===== src/rtl/ct_idu_rf_vreg_wb_stage.sv =====
// Vreg write-back staging: registers pipe6/pipe7/lsu write-backs, decodes them into per-entry one-hot
// write valids and keeps the per-preg ready scoreboard. Collision checking: CT_IDU_VREG_WB_COLLISION_CHK_EN.
module ct_idu_rf_vreg_wb_stage #(
  parameter int PREG_NUM = 64,
  parameter int PREG_W   = 6,
  parameter int DATA_W   = 64
) (
  input  logic                    forever_cpuclk,
  input  logic                    cpurst_b,
  input  logic                    vfpu_idu_ex5_pipe6_wb_vreg_vld,
  input  logic [PREG_W-1:0]       vfpu_idu_ex5_pipe6_wb_vreg_preg,
  input  logic [DATA_W-1:0]       vfpu_idu_ex5_pipe6_wb_vreg_data,
  input  logic                    vfpu_idu_ex5_pipe7_wb_vreg_vld,
  input  logic [PREG_W-1:0]       vfpu_idu_ex5_pipe7_wb_vreg_preg,
  input  logic [DATA_W-1:0]       vfpu_idu_ex5_pipe7_wb_vreg_data,
  input  logic                    lsu_idu_wb_pipe3_wb_vreg_vld,
  input  logic [PREG_W-1:0]       lsu_idu_wb_pipe3_wb_vreg_preg,
  input  logic [DATA_W-1:0]       lsu_idu_wb_pipe3_wb_vreg_data,
  input  logic [3:0]              dp_rf_vreg_alloc_vld,
  input  logic [4*PREG_W-1:0]     dp_rf_vreg_alloc_preg,
  output logic [3*PREG_NUM-1:0]   rf_vreg_x_wb_vld,
  output logic [DATA_W-1:0]       rf_vreg_pipe6_wb_data,
  output logic [DATA_W-1:0]       rf_vreg_pipe7_wb_data,
  output logic [DATA_W-1:0]       rf_vreg_pipe3_wb_data,
  output logic [PREG_NUM-1:0]     rf_vreg_ready,
  output logic                    rf_vreg_wb_collision_err
);

  // Handshake: each source asserts vld for exactly one cycle per write-back; there is no ready,
  // every valid beat is accepted and appears on the decode one cycle later. Index 0/1/2 = pipe6/pipe7/lsu.
  logic [2:0]        vld_d, vld_q;
  logic [PREG_W-1:0] preg_d [3];
  logic [PREG_W-1:0] preg_q [3];
  logic [DATA_W-1:0] data_d [3];
  logic [DATA_W-1:0] data_q [3];

  always_comb begin
    vld_d     = {lsu_idu_wb_pipe3_wb_vreg_vld, vfpu_idu_ex5_pipe7_wb_vreg_vld,
                 vfpu_idu_ex5_pipe6_wb_vreg_vld};
    preg_d[0] = vfpu_idu_ex5_pipe6_wb_vreg_preg;
    preg_d[1] = vfpu_idu_ex5_pipe7_wb_vreg_preg;
    preg_d[2] = lsu_idu_wb_pipe3_wb_vreg_preg;
    data_d[0] = vld_d[0] ? vfpu_idu_ex5_pipe6_wb_vreg_data : data_q[0];
    data_d[1] = vld_d[1] ? vfpu_idu_ex5_pipe7_wb_vreg_data : data_q[1];
    data_d[2] = vld_d[2] ? lsu_idu_wb_pipe3_wb_vreg_data   : data_q[2];
  end

  always_ff @(posedge forever_cpuclk or negedge cpurst_b) begin
    if (!cpurst_b) begin
      vld_q <= '0;
      for (int k = 0; k < 3; k++) begin
        preg_q[k] <= '0;
        data_q[k] <= '0;
      end
    end else begin
      vld_q <= vld_d;
      for (int k = 0; k < 3; k++) begin
        preg_q[k] <= preg_d[k];
        data_q[k] <= data_d[k];
      end
    end
  end

  // Sources that survive collision masking; lsu outranks pipe7, which outranks pipe6.
  logic [2:0] keep;

  always_comb begin
    keep = vld_q;
`ifdef CT_IDU_VREG_WB_COLLISION_CHK_EN
    if (vld_q[2] && vld_q[1] && (preg_q[2] == preg_q[1]))
      keep[1] = 1'b0;
    if (vld_q[0] && ((vld_q[1] && (preg_q[1] == preg_q[0])) ||
                     (vld_q[2] && (preg_q[2] == preg_q[0]))))
      keep[0] = 1'b0;
`endif
  end

  logic [3*PREG_NUM-1:0] wb_vld;
  logic [PREG_NUM-1:0]   wb_set;
  logic [PREG_NUM-1:0]   alloc_hit;

  always_comb begin
    wb_vld    = '0;
    wb_set    = '0;
    alloc_hit = '0;
    for (int i = 0; i < PREG_NUM; i++) begin
      for (int k = 0; k < 3; k++)
        wb_vld[3*i+k] = keep[k] && (preg_q[k] == PREG_W'(i));
      wb_set[i] = |wb_vld[3*i +: 3];
      for (int s = 0; s < 4; s++)
        if (dp_rf_vreg_alloc_vld[s] && (dp_rf_vreg_alloc_preg[s*PREG_W +: PREG_W] == PREG_W'(i)))
          alloc_hit[i] = 1'b1;
    end
  end

  // Rename allocation wins over a same-cycle write-back: the new mapping is not yet produced.
  logic [PREG_NUM-1:0] ready_d, ready_q;

  always_comb begin
    ready_d = (ready_q | wb_set) & ~alloc_hit;
  end

  always_ff @(posedge forever_cpuclk or negedge cpurst_b) begin
    if (!cpurst_b) ready_q <= '1;
    else           ready_q <= ready_d;
  end

`ifdef CT_IDU_VREG_WB_COLLISION_CHK_EN
  logic err_d, err_q;

  always_comb begin
    err_d = err_q | (|(vld_q & ~keep)) | (|(wb_set & alloc_hit));
  end

  always_ff @(posedge forever_cpuclk or negedge cpurst_b) begin
    if (!cpurst_b) err_q <= 1'b0;
    else           err_q <= err_d;
  end

  assign rf_vreg_wb_collision_err = err_q;
`else
  assign rf_vreg_wb_collision_err = 1'b0;
`endif

  assign rf_vreg_x_wb_vld      = wb_vld;
  assign rf_vreg_pipe6_wb_data = data_q[0];
  assign rf_vreg_pipe7_wb_data = data_q[1];
  assign rf_vreg_pipe3_wb_data = data_q[2];
  assign rf_vreg_ready         = ready_q;

endmodule


===== config.mk =====
export PLATFORM = sky130hd
export DESIGN_NAME = ct_idu_rf_vreg_wb_stage
export DESIGN_NICKNAME = d
export VERILOG_FILES = /design/src/rtl/ct_idu_rf_vreg_wb_stage.sv
export SDC_FILE = /design/constraint.sdc
export NUM_CORES = 1
export LEC_CHECK = 0
export BUFFER_PORTS_ARGS = -buffer_cell sky130_fd_sc_hd__buf_4
export CAP_MARGIN = 40
export CELL_PAD_IN_SITES_DETAIL_PLACEMENT = 1
export CELL_PAD_IN_SITES_GLOBAL_PLACEMENT = 1
export CORE_AREA = 5 5 267 269
export CTS_BUF_LIST = sky130_fd_sc_hd__clkbuf_4
export DETAILED_ROUTE_END_ITERATION = 7
export DIE_AREA = 0 0 272 274
export PLACE_DENSITY_LB_ADDON = 0.2
export SYNTH_ARGS = -nofsm -noshare
export SYNTH_HDL_FRONTEND = slang
export SYNTH_SLANG_ARGS = --single-unit

===== constraint.sdc =====
create_clock -name forever_cpuclk -period 2 [get_ports forever_cpuclk]
set_input_delay 0.4 -clock forever_cpuclk [delete_from_list [all_inputs] [get_ports forever_cpuclk]]
set_output_delay 0.4 -clock forever_cpuclk [all_outputs]
set_load 0.05 [all_outputs]

==> out/metrics.json <==
{
  "run_status": {
    "status": "complete, but fails checks",
    "violated_checks": "negative setup slack"
  },
  "setup_path": {
    "critical_path_peak_fanout": 8,
    "cp_data_required_time_ns": 1.60,
    "path_class": "flip-flop to output port",
    "setup.worst_path.end_class": "output port",
    "worstSetupStartpointType": "flip-flop",
    "crit_arrival_ns": 2.20
  },
  "route": {
    "route.final.wire_length_um": 99800,
    "dr.first_iter.drc_count": 984,
    "via_count": 17000,
    "highest-signal-layer": "met4",
    "route.met2.wl_um": 51200,
    "viasPerCell": 5.03,
    "drcViolationCount": 0,
    "route.antenna.remaining_nets": 0,
    "average_wire_per_cell_in_the_routed_design_um": 29.6,
    "wl_met3_um": 8910,
    "number_of_optimization_iterations_in_the_first_detailed_route_pass": 5,
    "route.layer.met1.wl_um": 35800
  },
  "logic_synthesis": {
    "syn_nets": 1568,
    "seq_area_frac_synth_pct": 48.7,
    "post_synth_most_frequent_cells": "dfrtp_1 (213), nor2_1 (198), mux2_2 (192), o22ai_1 (128)",
    "syn_inst": 1325,
    "count_of_flip_flops_with_a_built_in_enable_after_synthesis": 0,
    "yosysUniqueCellTypes": 37,
    "yosys_register_bits": 277,
    "dominantRegCellSynth": "dfrtp_1",
    "synth_top_area_cell": "dfrtp_1",
    "post_synth_instance_area_mm2": 0.0144,
    "synth.most_common_cell": "dfrtp_1",
    "synth_area_leaders": "dfrtp_1 (37%), mux2_2 (15%), dfstp_2 (12%), o22ai_1 (5.6%), nor2_1 (5.2%)",
    "syn_area_per_cell_um2": 10.9,
    "yosys.area.top_type_share_pct": 37.0,
    "synthArstFlopShare_pct": 100,
    "synth.yosys.warnings": 0
  },
  "power": {
    "overall_power_mw": 22.3,
    "vdd.ir_drop.worst_uv": 377,
    "p_per_area_mw_per_mm2": 752,
    "power_leakage_nw": 11.9
  },
  "clocking": {
    "cts_tree": "done",
    "cts_inserted_buffers": 87,
    "clk_pin_slew_worst_paths_ns": 0.07,
    "cts_num_sinks": 277,
    "cts.htree.levels": 3,
    "clock_latency_ns": 0.85,
    "clock_tree.root_cell": "clkbuf_4",
    "max-clock-path-buffers": 3
  },
  "cells_and_area": {
    "post-route-util_pct": 43.3,
    "stdcell_area_mm2": 0.0296,
    "area.sequential_mm2": 0.00703,
    "num-nets-final": 2656,
    "multi_input_area_mm2": 0.00886,
    "flow.area_growth_from_synthesis_pct": 106,
    "layout.filler_cells": 7221,
    "layout-drive-gt1-share_pct": 64.8
  },
  "run": {
    "cap_viol_max_count": 0
  },
  "min_path": {
    "min-delay-path-class": "primary input to asynchronous set/reset pin"
  },
  "placed_design": {
    "placed_cell_area_mm2": 0.0215,
    "io_buffer_count": 690,
    "place_hpwl_um": 66700,
    "place.gp.congestion": 0.837,
    "detailedPlace.worstSlack_ns": 0.0913
  },
  "sta": {
    "final_cycle_share_pct": 130,
    "final.setup.tns_ns": -95.30,
    "rsz_0062_raised_after_global_routing": "yes",
    "finalSetupViolCount": 194,
    "finalMaxSlewViolations": 0,
    "tightest_slew_ns": 0.558,
    "finalWorstSetupSlack_ns": -0.601,
    "min_cycle_time_layout_ns": 2.60,
    "slew-limit-headroom_pct": 62.7,
    "finalClockSkew_ns": 0.107,
    "max_freq_ghz": 0.384,
    "report.final.hold_viol_count": 0
  },
  "global_route": {
    "grt_first_pass_wirelength_um": 133000,
    "gr-usage-all-layers_pct": 24.1,
    "grt_start_max_net_pins": 56,
    "antenna_found_initial": 14,
    "overflow": 0,
    "first_global_vias": 18500
  },
  "floorplan": {
    "start_util_pct": 21.1,
    "design.core.area_mm2": 0.0683,
    "std_cell_rows": 96,
    "die-height_um": 274,
    "io_pins": 692,
    "fp.dieArea_mm2": 0.0745,
    "die_w_um": 272
  }
}
## through the flow
step / instances / hold WS (ns)
floorplan: 1325 / 0.104
global placement: 2862 / 0.357
detailed placement: 2862 / 0.367
CTS: 3301 / 0.000556
global route: 3369 / 0.0358
finish: 3369 / 0.103
## worst paths after layout
path	from	to	slack, ns	depth (start not counted)
min in group forever_cpuclk	vfpu_idu_ex5_pipe7_wb_vreg_vld	keep[1]	0.10	2
min	cpurst_b	rf_vreg_pipe7_wb_data[46]	0.10	2
min reg2reg	rf_vreg_pipe3_wb_data[30]	rf_vreg_pipe3_wb_data[30]	0.51	1
max in group asynchronous	cpurst_b	rf_vreg_pipe6_wb_data[45]	0.87	3
max reg2reg	preg_q[1]	rf_vreg_ready[49]	0.01	5
max	preg_q[10]	rf_vreg_x_wb_vld[136]	-0.60	6
## power breakdown
part	internal, mW	switching (mW)
Sequential	6.74	0.759
Clock	2.85	2.95
Combinational	3.45	5.53
## registers in the layout, indices dropped and copies added (netlist names)
register               cells
rf_vreg_pipe3_wb_data     64
rf_vreg_pipe6_wb_data     64
rf_vreg_pipe7_wb_data     64
rf_vreg_ready             64
preg_q                    18
keep                       3
## cell usage in the layout, fill, tap and decap left out, types with 63 or more instances in the layout
| master | instances |
|---|---|
| dfrtp_1 | 200 |
| nor2_4 | 158 |
| mux2_2 | 192 |
| buf_8 | 140 |
| o22ai_1 | 128 |
| buf_4 | 544 |
| a211oi_1 | 63 |
| dlygate4sd3_1 | 228 |
| a21oi_1 | 64 |
| buf_6 | 152 |
| clkbuf_4 | 123 |
| dfstp_2 | 64 |
## metal layers
layer,global-route usage (%),vias up
met4,7.75,0
met2,43.7,873
met1,26.3,8626
met5,0,-
met3,8.65,211
li1,-,7243
## kinds of logic after synthesis
kind of cell           after synthesis  synth area share (%)
buffers and inverters              127                  4.01
AO/OA/AOI/OAI                      320                  14.5
AND/OR/NAND/NOR                    408                  17.7
other                                1                0.0261
flip-flops                         277                  48.7
multiplexers                       192                  15.0
## worst max-delay path, cell delays in order (launching register included)
cell and delay (ns):
dfrtp_1 0.39, buf_6 0.14, nand3b_1 0.17, buf_4 0.18, clkbuf_16 0.19, nor2_2 0.13, buf_6 0.17
## final cells by class
cell class                      count  share of cell area (%)
Clock buffer                      123                    3.12
Multi-Input combinational cell    921                    29.9
Timing Repair Buffer             1126                    38.9
Tap cell                          882                    3.73
Sequential cell                   277                    23.7
Antenna cell                       11                  0.0930
Clock inverter                     29                   0.473
## timing repair
action | in CTS | in global routing
gates cloned | 9 | 6
gates resized for setup | 369 | 508
hold buffers | 228 | 0
hold endpoints to repair | 425 | 0
buffers inserted | 50 | 52
pin swaps | 46 | 89
endpoints found under the setup margin | 256 | 270
(Power assumes the default switching activity.)
